### src/rtl/keypad_scanner.sv
// -----------------------------------------------------------------------------
// keypad_scanner
//
// Scans a 4x4 active-low matrix keypad (Pmod KYPD style). One row is driven
// low at a time; the columns are synchronised, a press is debounced, decoded
// to its hex legend and reported with a one-clock key_valid strobe. The
// accepted key is then held until a debounced release is seen.
//
// Optional feature macro: KEYPAD_REPEAT_EN
//   defined   -> while a key is held, key_valid re-strobes every REPEAT_CYCLES
//                clocks with the same key_code.
//   undefined -> exactly one key_valid per press; no repeat logic is built.
//
// Ports:
//   clk        system clock
//   res        asynchronous, active-high reset
//   col[3:0]   keypad columns, active-low, asynchronous to clk
//   row[3:0]   keypad row drive, active-low, exactly one bit low
//   key_valid  one-clock strobe per accepted key event
//   key_code   hex code of the last accepted key, held between strobes
//   key_held   high while the accepted key remains pressed
// -----------------------------------------------------------------------------
module keypad_scanner #(
    parameter int SCAN_DIV        = 50000,
    parameter int DEBOUNCE_CYCLES = 500000,
    parameter int REPEAT_CYCLES   = 25000000
) (
    input  logic       clk,
    input  logic       res,
    input  logic [3:0] col,
    output logic [3:0] row,
    output logic       key_valid,
    output logic [3:0] key_code,
    output logic       key_held
);

    // Counter width covers the largest timing parameter.
    localparam int MAX_AB    = (SCAN_DIV > DEBOUNCE_CYCLES) ? SCAN_DIV : DEBOUNCE_CYCLES;
    localparam int MAX_PARAM = (MAX_AB > REPEAT_CYCLES) ? MAX_AB : REPEAT_CYCLES;
    localparam int CW        = $clog2(MAX_PARAM) + 1;

    localparam logic [CW-1:0] DWELL_LAST  = CW'(SCAN_DIV - 1);
    localparam logic [CW-1:0] STABLE_LAST = CW'(DEBOUNCE_CYCLES - 1);

    typedef enum logic [1:0] {
        SCAN     = 2'd0,
        DEBOUNCE = 2'd1,
        HOLD     = 2'd2
    } state_t;

    state_t        state;
    state_t        state_next;

    logic [3:0]    col_meta;
    logic [3:0]    col_s;
    logic [1:0]    row_idx;
    logic [1:0]    lat_col;
    logic [CW-1:0] dwell_cnt;
    logic [CW-1:0] deb_cnt;
    logic [CW-1:0] rel_cnt;

    logic          col_idle;
    logic          key_low;
    logic          dwell_done;
    logic          deb_done;
    logic          rel_done;
    logic          row_empty;
    logic          press_found;
    logic          bounce_abort;
    logic          accept;
    logic          release_done;
    logic          row_advance;
    logic          rep_fire;

    // Lowest-index low column wins when several keys share the driven row.
    function automatic logic [1:0] lowest_low(input logic [3:0] c);
        casez (c)
            4'b???0: return 2'd0;
            4'b??01: return 2'd1;
            4'b?011: return 2'd2;
            default: return 2'd3;
        endcase
    endfunction

    // Keypad legend: rows 1 2 3 A / 4 5 6 B / 7 8 9 C / 0 F E D.
    function automatic logic [3:0] decode_key(input logic [1:0] r, input logic [1:0] c);
        logic [3:0] code;
        case ({r, c})
            4'd0:    code = 4'h1;
            4'd1:    code = 4'h2;
            4'd2:    code = 4'h3;
            4'd3:    code = 4'hA;
            4'd4:    code = 4'h4;
            4'd5:    code = 4'h5;
            4'd6:    code = 4'h6;
            4'd7:    code = 4'hB;
            4'd8:    code = 4'h7;
            4'd9:    code = 4'h8;
            4'd10:   code = 4'h9;
            4'd11:   code = 4'hC;
            4'd12:   code = 4'h0;
            4'd13:   code = 4'hF;
            4'd14:   code = 4'hE;
            default: code = 4'hD;
        endcase
        return code;
    endfunction

    // -------------------------------------------------------------------------
    // Column synchroniser. Resets to the idle (all-high) pattern so nothing
    // looks pressed while the first real samples ripple through.
    // -------------------------------------------------------------------------
    always_ff @(posedge clk or posedge res) begin
        // NOTE: non-blocking assignments keep both flops sampling the same
        // edge; blocking here would collapse the synchroniser to one stage.
        if (res) begin
            col_meta <= 4'hF;
            col_s    <= 4'hF;
        end else begin
            col_meta <= col;
            col_s    <= col_meta;
        end
    end

    // -------------------------------------------------------------------------
    // Event decode shared by the FSM and the datapath.
    // -------------------------------------------------------------------------
    assign col_idle     = (col_s == 4'hF);
    assign key_low      = ~col_s[lat_col];
    assign dwell_done   = (dwell_cnt == DWELL_LAST);
    assign deb_done     = (deb_cnt == STABLE_LAST);
    assign rel_done     = (rel_cnt == STABLE_LAST);

    assign row_empty    = (state == SCAN) && dwell_done && col_idle;
    assign press_found  = (state == SCAN) && dwell_done && !col_idle;
    assign bounce_abort = (state == DEBOUNCE) && !key_low;
    assign accept       = (state == DEBOUNCE) && key_low && deb_done;
    assign release_done = (state == HOLD) && col_idle && rel_done;

    // Leaving DEBOUNCE/HOLD resumes at the row after the latched one.
    assign row_advance  = row_empty || bounce_abort || release_done;

    // -------------------------------------------------------------------------
    // FSM: state register
    // -------------------------------------------------------------------------
    always_ff @(posedge clk or posedge res) begin
        if (res) begin
            state <= SCAN;
        end else begin
            state <= state_next;
        end
    end

    // -------------------------------------------------------------------------
    // FSM: next-state logic
    // -------------------------------------------------------------------------
    always_comb begin
        // NOTE: default assignment first so no path leaves state_next
        // unassigned, which would infer a latch.
        state_next = state;
        case (state)
            SCAN: begin
                if (press_found) begin
                    state_next = DEBOUNCE;
                end
            end
            DEBOUNCE: begin
                if (!key_low) begin
                    state_next = SCAN;
                end else if (deb_done) begin
                    state_next = HOLD;
                end
            end
            HOLD: begin
                if (release_done) begin
                    state_next = SCAN;
                end
            end
            default: state_next = SCAN;
        endcase
    end

    // -------------------------------------------------------------------------
    // FSM: outputs. Row is a one-cold decode of the index, so exactly one
    // row is ever driven low.
    // -------------------------------------------------------------------------
    always_comb begin
        row      = ~(4'b0001 << row_idx);
        key_held = (state == HOLD);
    end

    // -------------------------------------------------------------------------
    // Datapath: row index, latched column, counters, key code and strobe.
    // -------------------------------------------------------------------------
    always_ff @(posedge clk or posedge res) begin
        if (res) begin
            row_idx   <= 2'd0;
            lat_col   <= 2'd0;
            dwell_cnt <= '0;
            deb_cnt   <= '0;
            rel_cnt   <= '0;
            key_code  <= 4'h0;
            key_valid <= 1'b0;
        end else begin
            if (row_advance) begin
                row_idx <= row_idx + 2'd1;
            end

            if (press_found) begin
                lat_col <= lowest_low(col_s);
            end

            // Dwell restarts whenever SCAN is (re)entered.
            if ((state == SCAN) && !dwell_done) begin
                dwell_cnt <= dwell_cnt + CW'(1);
            end else begin
                dwell_cnt <= '0;
            end

            // Press counter: consecutive low clocks of the latched column.
            if ((state == DEBOUNCE) && key_low && !deb_done) begin
                deb_cnt <= deb_cnt + CW'(1);
            end else begin
                deb_cnt <= '0;
            end

            // Release counter: consecutive all-high clocks; any low clears it.
            if ((state == HOLD) && col_idle && !rel_done) begin
                rel_cnt <= rel_cnt + CW'(1);
            end else begin
                rel_cnt <= '0;
            end

            if (accept) begin
                key_code <= decode_key(row_idx, lat_col);
            end

            // Registered so the strobe lines up with the new key_code.
            key_valid <= accept || rep_fire;
        end
    end

`ifdef KEYPAD_REPEAT_EN
    // -------------------------------------------------------------------------
    // Auto-repeat: runs only in HOLD while the latched key reads low; is zero
    // on HOLD entry and cleared by any release glitch.
    // -------------------------------------------------------------------------
    localparam logic [CW-1:0] REPEAT_LAST = CW'(REPEAT_CYCLES - 1);

    logic [CW-1:0] rep_cnt;
    logic          rep_done;

    assign rep_done = (rep_cnt == REPEAT_LAST);
    assign rep_fire = (state == HOLD) && key_low && rep_done;

    always_ff @(posedge clk or posedge res) begin
        if (res) begin
            rep_cnt <= '0;
        end else if ((state == HOLD) && key_low && !rep_done) begin
            rep_cnt <= rep_cnt + CW'(1);
        end else begin
            rep_cnt <= '0;
        end
    end
`else
    assign rep_fire = 1'b0;
`endif

endmodule

### config.mk
export PLATFORM = sky130hd
export DESIGN_NAME = keypad_scanner
export DESIGN_NICKNAME = d
export VERILOG_FILES = /design/src/rtl/keypad_scanner.sv
export SDC_FILE = /design/constraint.sdc
export NUM_CORES = 1
export LEC_CHECK = 0
export ABC_AREA = 1
export BUFFER_PORTS_ARGS = -buffer_cell sky130_fd_sc_hd__buf_2
export CORE_MARGIN = 3
export CORE_UTILIZATION = 57
export DETAILED_ROUTE_END_ITERATION = 8
export GPL_ROUTABILITY_DRIVEN = 0
export MAX_ROUTING_LAYER = met4
export PLACE_DENSITY_LB_ADDON = 0.25
export SYNTH_ARGS = -nofsm -noshare
export SYNTH_HDL_FRONTEND = slang
export SYNTH_SLANG_ARGS = --single-unit
export TNS_END_PERCENT = 30
### constraint.sdc
create_clock -name clk -period 3.1 [get_ports clk]
set_clock_uncertainty 0.15 [all_clocks]
set_input_delay 0.465 -clock clk [delete_from_list [all_inputs] [get_ports clk]]
set_output_delay 0.465 -clock clk [all_outputs]
set_load 0.05 [all_outputs]
Word-level counts from Yosys, hierarchy flattened

Memory sizes are Yosys's and may differ from the RTL's. A register that Yosys moved wholly into a read port is not among the register bits.
Cells that the tools add are included.

Add/sub/neg operators: 4
Magnitude comparators: 1
Equal/unequal tests: 11
Shift operators: 1
Multiplexer cells: 11
Bitwise gates (word level): 3
Reduce and logical (&&, ||, !) cells: 19

Operator list:

| cell                                                        | number |
|---|---|
| adder 26 x 1 -> 26 bit (second input constant)              | 3 |
| 2-to-1 mux 26 bit                                           | 3 |
| == test 26 x 19 -> 1 bit (second input constant)            | 2 |
| == test 26 x 16 -> 1 bit (second input constant)            | 1 |
| case mux 2 bit (3 select lines)                             | 2 |
| logical AND 1 bit                                           | 11 |
| 2-to-1 mux 2 bit                                            | 4 |
| == test 2 x 1 -> 1 bit (second input constant)              | 2 |
| == test 4 bit (second input constant)                       | 1 |
| logical NOT 1 bit                                           | 4 |
| NOT 4 bit                                                   | 1 |
| << shifter 1 x 2 -> 4 bit (first input constant)            | 1 |
| == test 3 x 2 -> 1 bit (second input constant)              | 1 |
| less-than comparator 2 x 3 -> 1 bit (second input constant) | 1 |
| inequality test 3 x 2 -> 1 bit (second input constant)      | 1 |
| AND reduction 3 bit                                         | 1 |
| adder 2 x 1 -> 2 bit (second input constant)                | 1 |
| binary-select mux 1 bit (select 2 bit)                      | 1 |
| == test 2 bit (second input constant)                       | 1 |
| logical NOT 2 bit                                           | 1 |
| logical OR 1 bit                                            | 2 |
| inequality test 2 x 1 -> 1 bit (second input constant)      | 1 |
| inequality test 2 bit (second input constant)               | 1 |
| NOT 1 bit                                                   | 2 |
| 2-to-1 mux 1 bit                                            | 1 |

Flip-flop bits (word level): 93
Memory bits (read-only): 64
Bits of input ports: 6
Output and inout bits: 10
Memories: 1

Memory list:

| name            | words | bits a word | read ports | clocked after Yosys merged registers in | write ports | RTL line | text |
|---|---|---|---|---|---|---|---|
| (no name shown) | 16    | 4           | 1          | 1                                       | 0           | 88       | `case ({r, c})` |

Logic depth before layout (Yosys ltp)

Depth in word-level cells: 6
Depth in mapped cells: 10
Mapped depth without buffers: 10

Worst setup path before layout

Ideal clock, no wire load.

Path kind: register -> output
Start: reg row_idx[0]
End: out row[0]
Data arrival time: 1.197 ns
Required time: 2.485 ns
Slack: 1.288 ns
Cell stages (with the launch flop): 5
Path buffers: 1
Cells stage by stage: dfrtp_1 -> clkbuf_1 -> inv_1 -> ha_1 -> inv_1

Longest elaborated chain between the ends: 2

Ends and longest elaborated chain:

| element                   | RTL line | text |
|---|---|---|
| start: declaration        | 56       | `logic [1:0] row_idx;` |
| start signal: assignment  | 206      | `row_idx <= row_idx + 2'd1;` |
| << shifter 1 x 2 -> 4 bit | 188      | `row = ~(4'b0001 << row_idx);` |
| NOT 4 bit                 | 188      |  |
| end: declaration          | 31       | `output logic [3:0] row,` |

No other way between the ends.

Worst setup path after layout

Same ends and word-level chain as after synthesis.

==> out/summary.txt <==
startpoint types - flip-flop
Final nets - 828
post-synthesis mux area share - 0%
MaxCap Viol Count - 0
IO Port Bufs - 15
Post-synth top cells - nand2_1 (199), nor2_1 (177), inv_1 (98)
Post-Synth Simple-Gate Area - 40.2%
initial antenna violation count - 0
Ant. Diodes - 0
post-synth top area cell - dfrtp_1
synth top area cells - dfrtp_1 (39%), nand2_1 (13%), nor2_1 (12%), inv_1 (6.5%), nand3_1 (4.8%)
sw power - 0.000500 W
Worst Path Arrival - 1590 ps
Min Clock Period, post-route - 2210 ps
post-synth top area share - 39.1%
syn_nets - 807
FP Rows - 35
share of cells above drive strength 1 - 8.45%
vias in the first global route - 4680
main flop type after synthesis - dfrtp_1
TritonCTS clock tree - done
root buffer cell - clkbuf_8
Final Non-Filler Cells - 946
first-pass GRT wire length - 21400 microns
crit-path max FO - 9
final global-route overflow total - 0
total clock sinks - 97
Final ANT Viol Nets - 0
post-cts sizing count - 0
Cells after DPL - 930
hold_buf cts - 0
Final Hold Fails - 6
post-synthesis sequential area ratio - 42.7%
largest net degree at the start of global routing - 71
Chip Height - 106 microns
Layout area overhead - 6.67%
Logic pwr share - 1.6%
clk slew on worst S/H paths - 100 ps
Cell variety after synth - 35
mapped cell area - 5700 sq um
internal power - 0.00158 W
part of the cycle the worst path needs - 71.2%
Synth Instances - 791
DR iter-0 viols - 297
Clock Power Share - 37.0%
max-slew violations - 0
Worst Path Required - 2480 ps
register share of total power - 61.4%
Pre-Repair DR Iteration Count - 6
endpoints failing setup - 0
CTS Buf Count - 9
Ports - 16
routed via count - 5002
gr usage total - 23.8%
Setup CP Type - flip-flop to primary output
failing checks - hold timing
Crit. End Element - primary output
Peak VDD IR - 0.242 mV
DRC Markers - 0
#FFs+latches synth - 97
Core Region - 9460 sq um
run status - complete, but fails checks
largest family of logic cells by synthesized area - simple AND/OR/NAND/NOR gates
tightest hold margin - -1.68 ps
worst-skew pair later-pin latency - 370 ps
RSZ-0062 raised after global routing - no
H-tree Lvls - 3
compound-cell area share of the yosys netlist - 2.76%
Initial Utilization - 60.3%
Leak - 2.63 nW
f_max - 453 MHz
vias per inst - 5.29
P per Cell Area - 342 nW/um^2
Slew headroom - 55.4%
Post-synth EDFFs - 0
switching power share of the total - 24.0%
Post-Route WL - 12400 microns
Least-Margin Pin Slew - 667 ps
dominant cell by count in the synthesized netlist - nand2_1
Die W - 106 microns
CTS Buffer Depth - 2
ys async rst share - 100%
mean area per synthesized cell - 7.21 sq um
post-DP HPWL - 9420 microns
Synth Area in XOR/XNOR - 4.45%
yosys warns - 0
worst min path class - input pin to asynchronous set/reset pin
Final TNS setup - 0 ps
Post-CTS Setup Bufs - 0
die area - 11200 sq um
Post-Synth Adder-Cell Area - 2.19%
WL/cell - 13.1 microns
## flip-flops by register name, indices dropped and copies added, names as in the netlist
register and cells:
key_valid 1, row_idx 2, state 2, deb_cnt 26, dwell_cnt 26, rel_cnt 26, key_code 4, lat_col 2
col_meta 4, col_s 4
## critical path, cell delays in order (launching register included)
cell,delay [ps]
dfrtp_1,540
inv_1,150
ha_1,220
inv_1,50
buf_2,250
## final timing paths
check | start | end | slack (ps) | cells past startpoint
worst min register to register | col_meta[1] | col_s[1] | 210 | 0
worst max-delay path | row_idx[0] | row[0] | 890 | 4
max in group asynchronous | res | rel_cnt[23] | 2060 | 3
min in group clk | col[3] | col_meta[3] | 30 | 1
worst max register to register | dwell_cnt[0] | dwell_cnt[10] | 1040 | 6
worst min-delay path | res | dwell_cnt[5] | -2 | 2
## power groups by stage
stage / clock network, W / registers, W / logic, W
2_1_floorplan: 0 / 0.00130 / 0.0000210
3_3_place_gp: 0 / 0.00130 / 0.0000341
3_5_place_dp: 0 / 0.00130 / 0.0000350
4_1_cts: 0.000785 / 0.00128 / 0.0000349
5_1_grt: 0.000835 / 0.00128 / 0.0000391
6_report: 0.000769 / 0.00128 / 0.0000332
## layer usage
layer | global-route usage [%] | vias to the layer above | share of wire (%)
li1 | - | 2517 | -
met4 | 7.40 | 0 | 1.6
met3 | 3.22 | 20 | 5.3
met1 | 31.5 | 2318 | 45
met5 | - | - | 0
met2 | 38.7 | 147 | 48
## cell type report
| type | instances | area [sq um] |
|---|---|---|
| inverter | 101 | 383 |
| timing repair buffer | 16 | 95.1 |
| clock buffer | 9 | 124 |
| multi-input combinational | 587 | 2830 |
| tap | 129 | 161 |
| sequential | 97 | 2440 |
| fill | 846 | 3380 |
| clock inverter | 7 | 52.6 |
## kinds of logic (layout without fill, tap and decap cells)
kind of cell | after synthesis | in the layout
simple gates | 521 | 521
buf+inv | 107 | 133
flops | 97 | 97
xor+xnor | 29 | 29
compound gates | 27 | 27
fa+ha+maj | 10 | 10
## per-stage QoR
stage	setup slack [ps]	utilization, %	power, W	cell area, sq um
2_1_floorplan	1290	-	0.00132	5710
3_3_place_gp	1130	62.4	0.00134	5910
3_5_place_dp	1050	62.4	0.00134	5910
4_1_cts	878	64.3	0.00210	6080
5_1_grt	783	64.3	0.00215	6080
6_report	894	64.3	0.00208	6080
## layout by cell type, fill, tap and decap left out, types with 2 or more instances in the layout
| master | instances |
|---|---|
| inv_6 | 3 |
| nor3_2 | 6 |
| o21bai_1 | 2 |
| nor3_1 | 37 |
| xnor2_1 | 12 |
| o21ai_0 | 7 |
| nor2_2 | 6 |
| nor3b_1 | 10 |
| clkinv_2 | 2 |
| nand2_4 | 2 |
| clkbuf_8 | 9 |
| dfstp_2 | 8 |
| nand2_1 | 199 |
| nand4_1 | 17 |
| nand2_2 | 3 |
| inv_2 | 3 |
| nor2_1 | 177 |
| clkinvlp_4 | 2 |
| nand3_1 | 55 |
| dfrtp_1 | 89 |
| inv_1 | 97 |
| xor2_1 | 17 |
| buf_2 | 15 |
| a21oi_1 | 13 |
| ha_1 | 10 |
| nor2_4 | 3 |
Note: power is estimated with default switching activity, not from simulation.
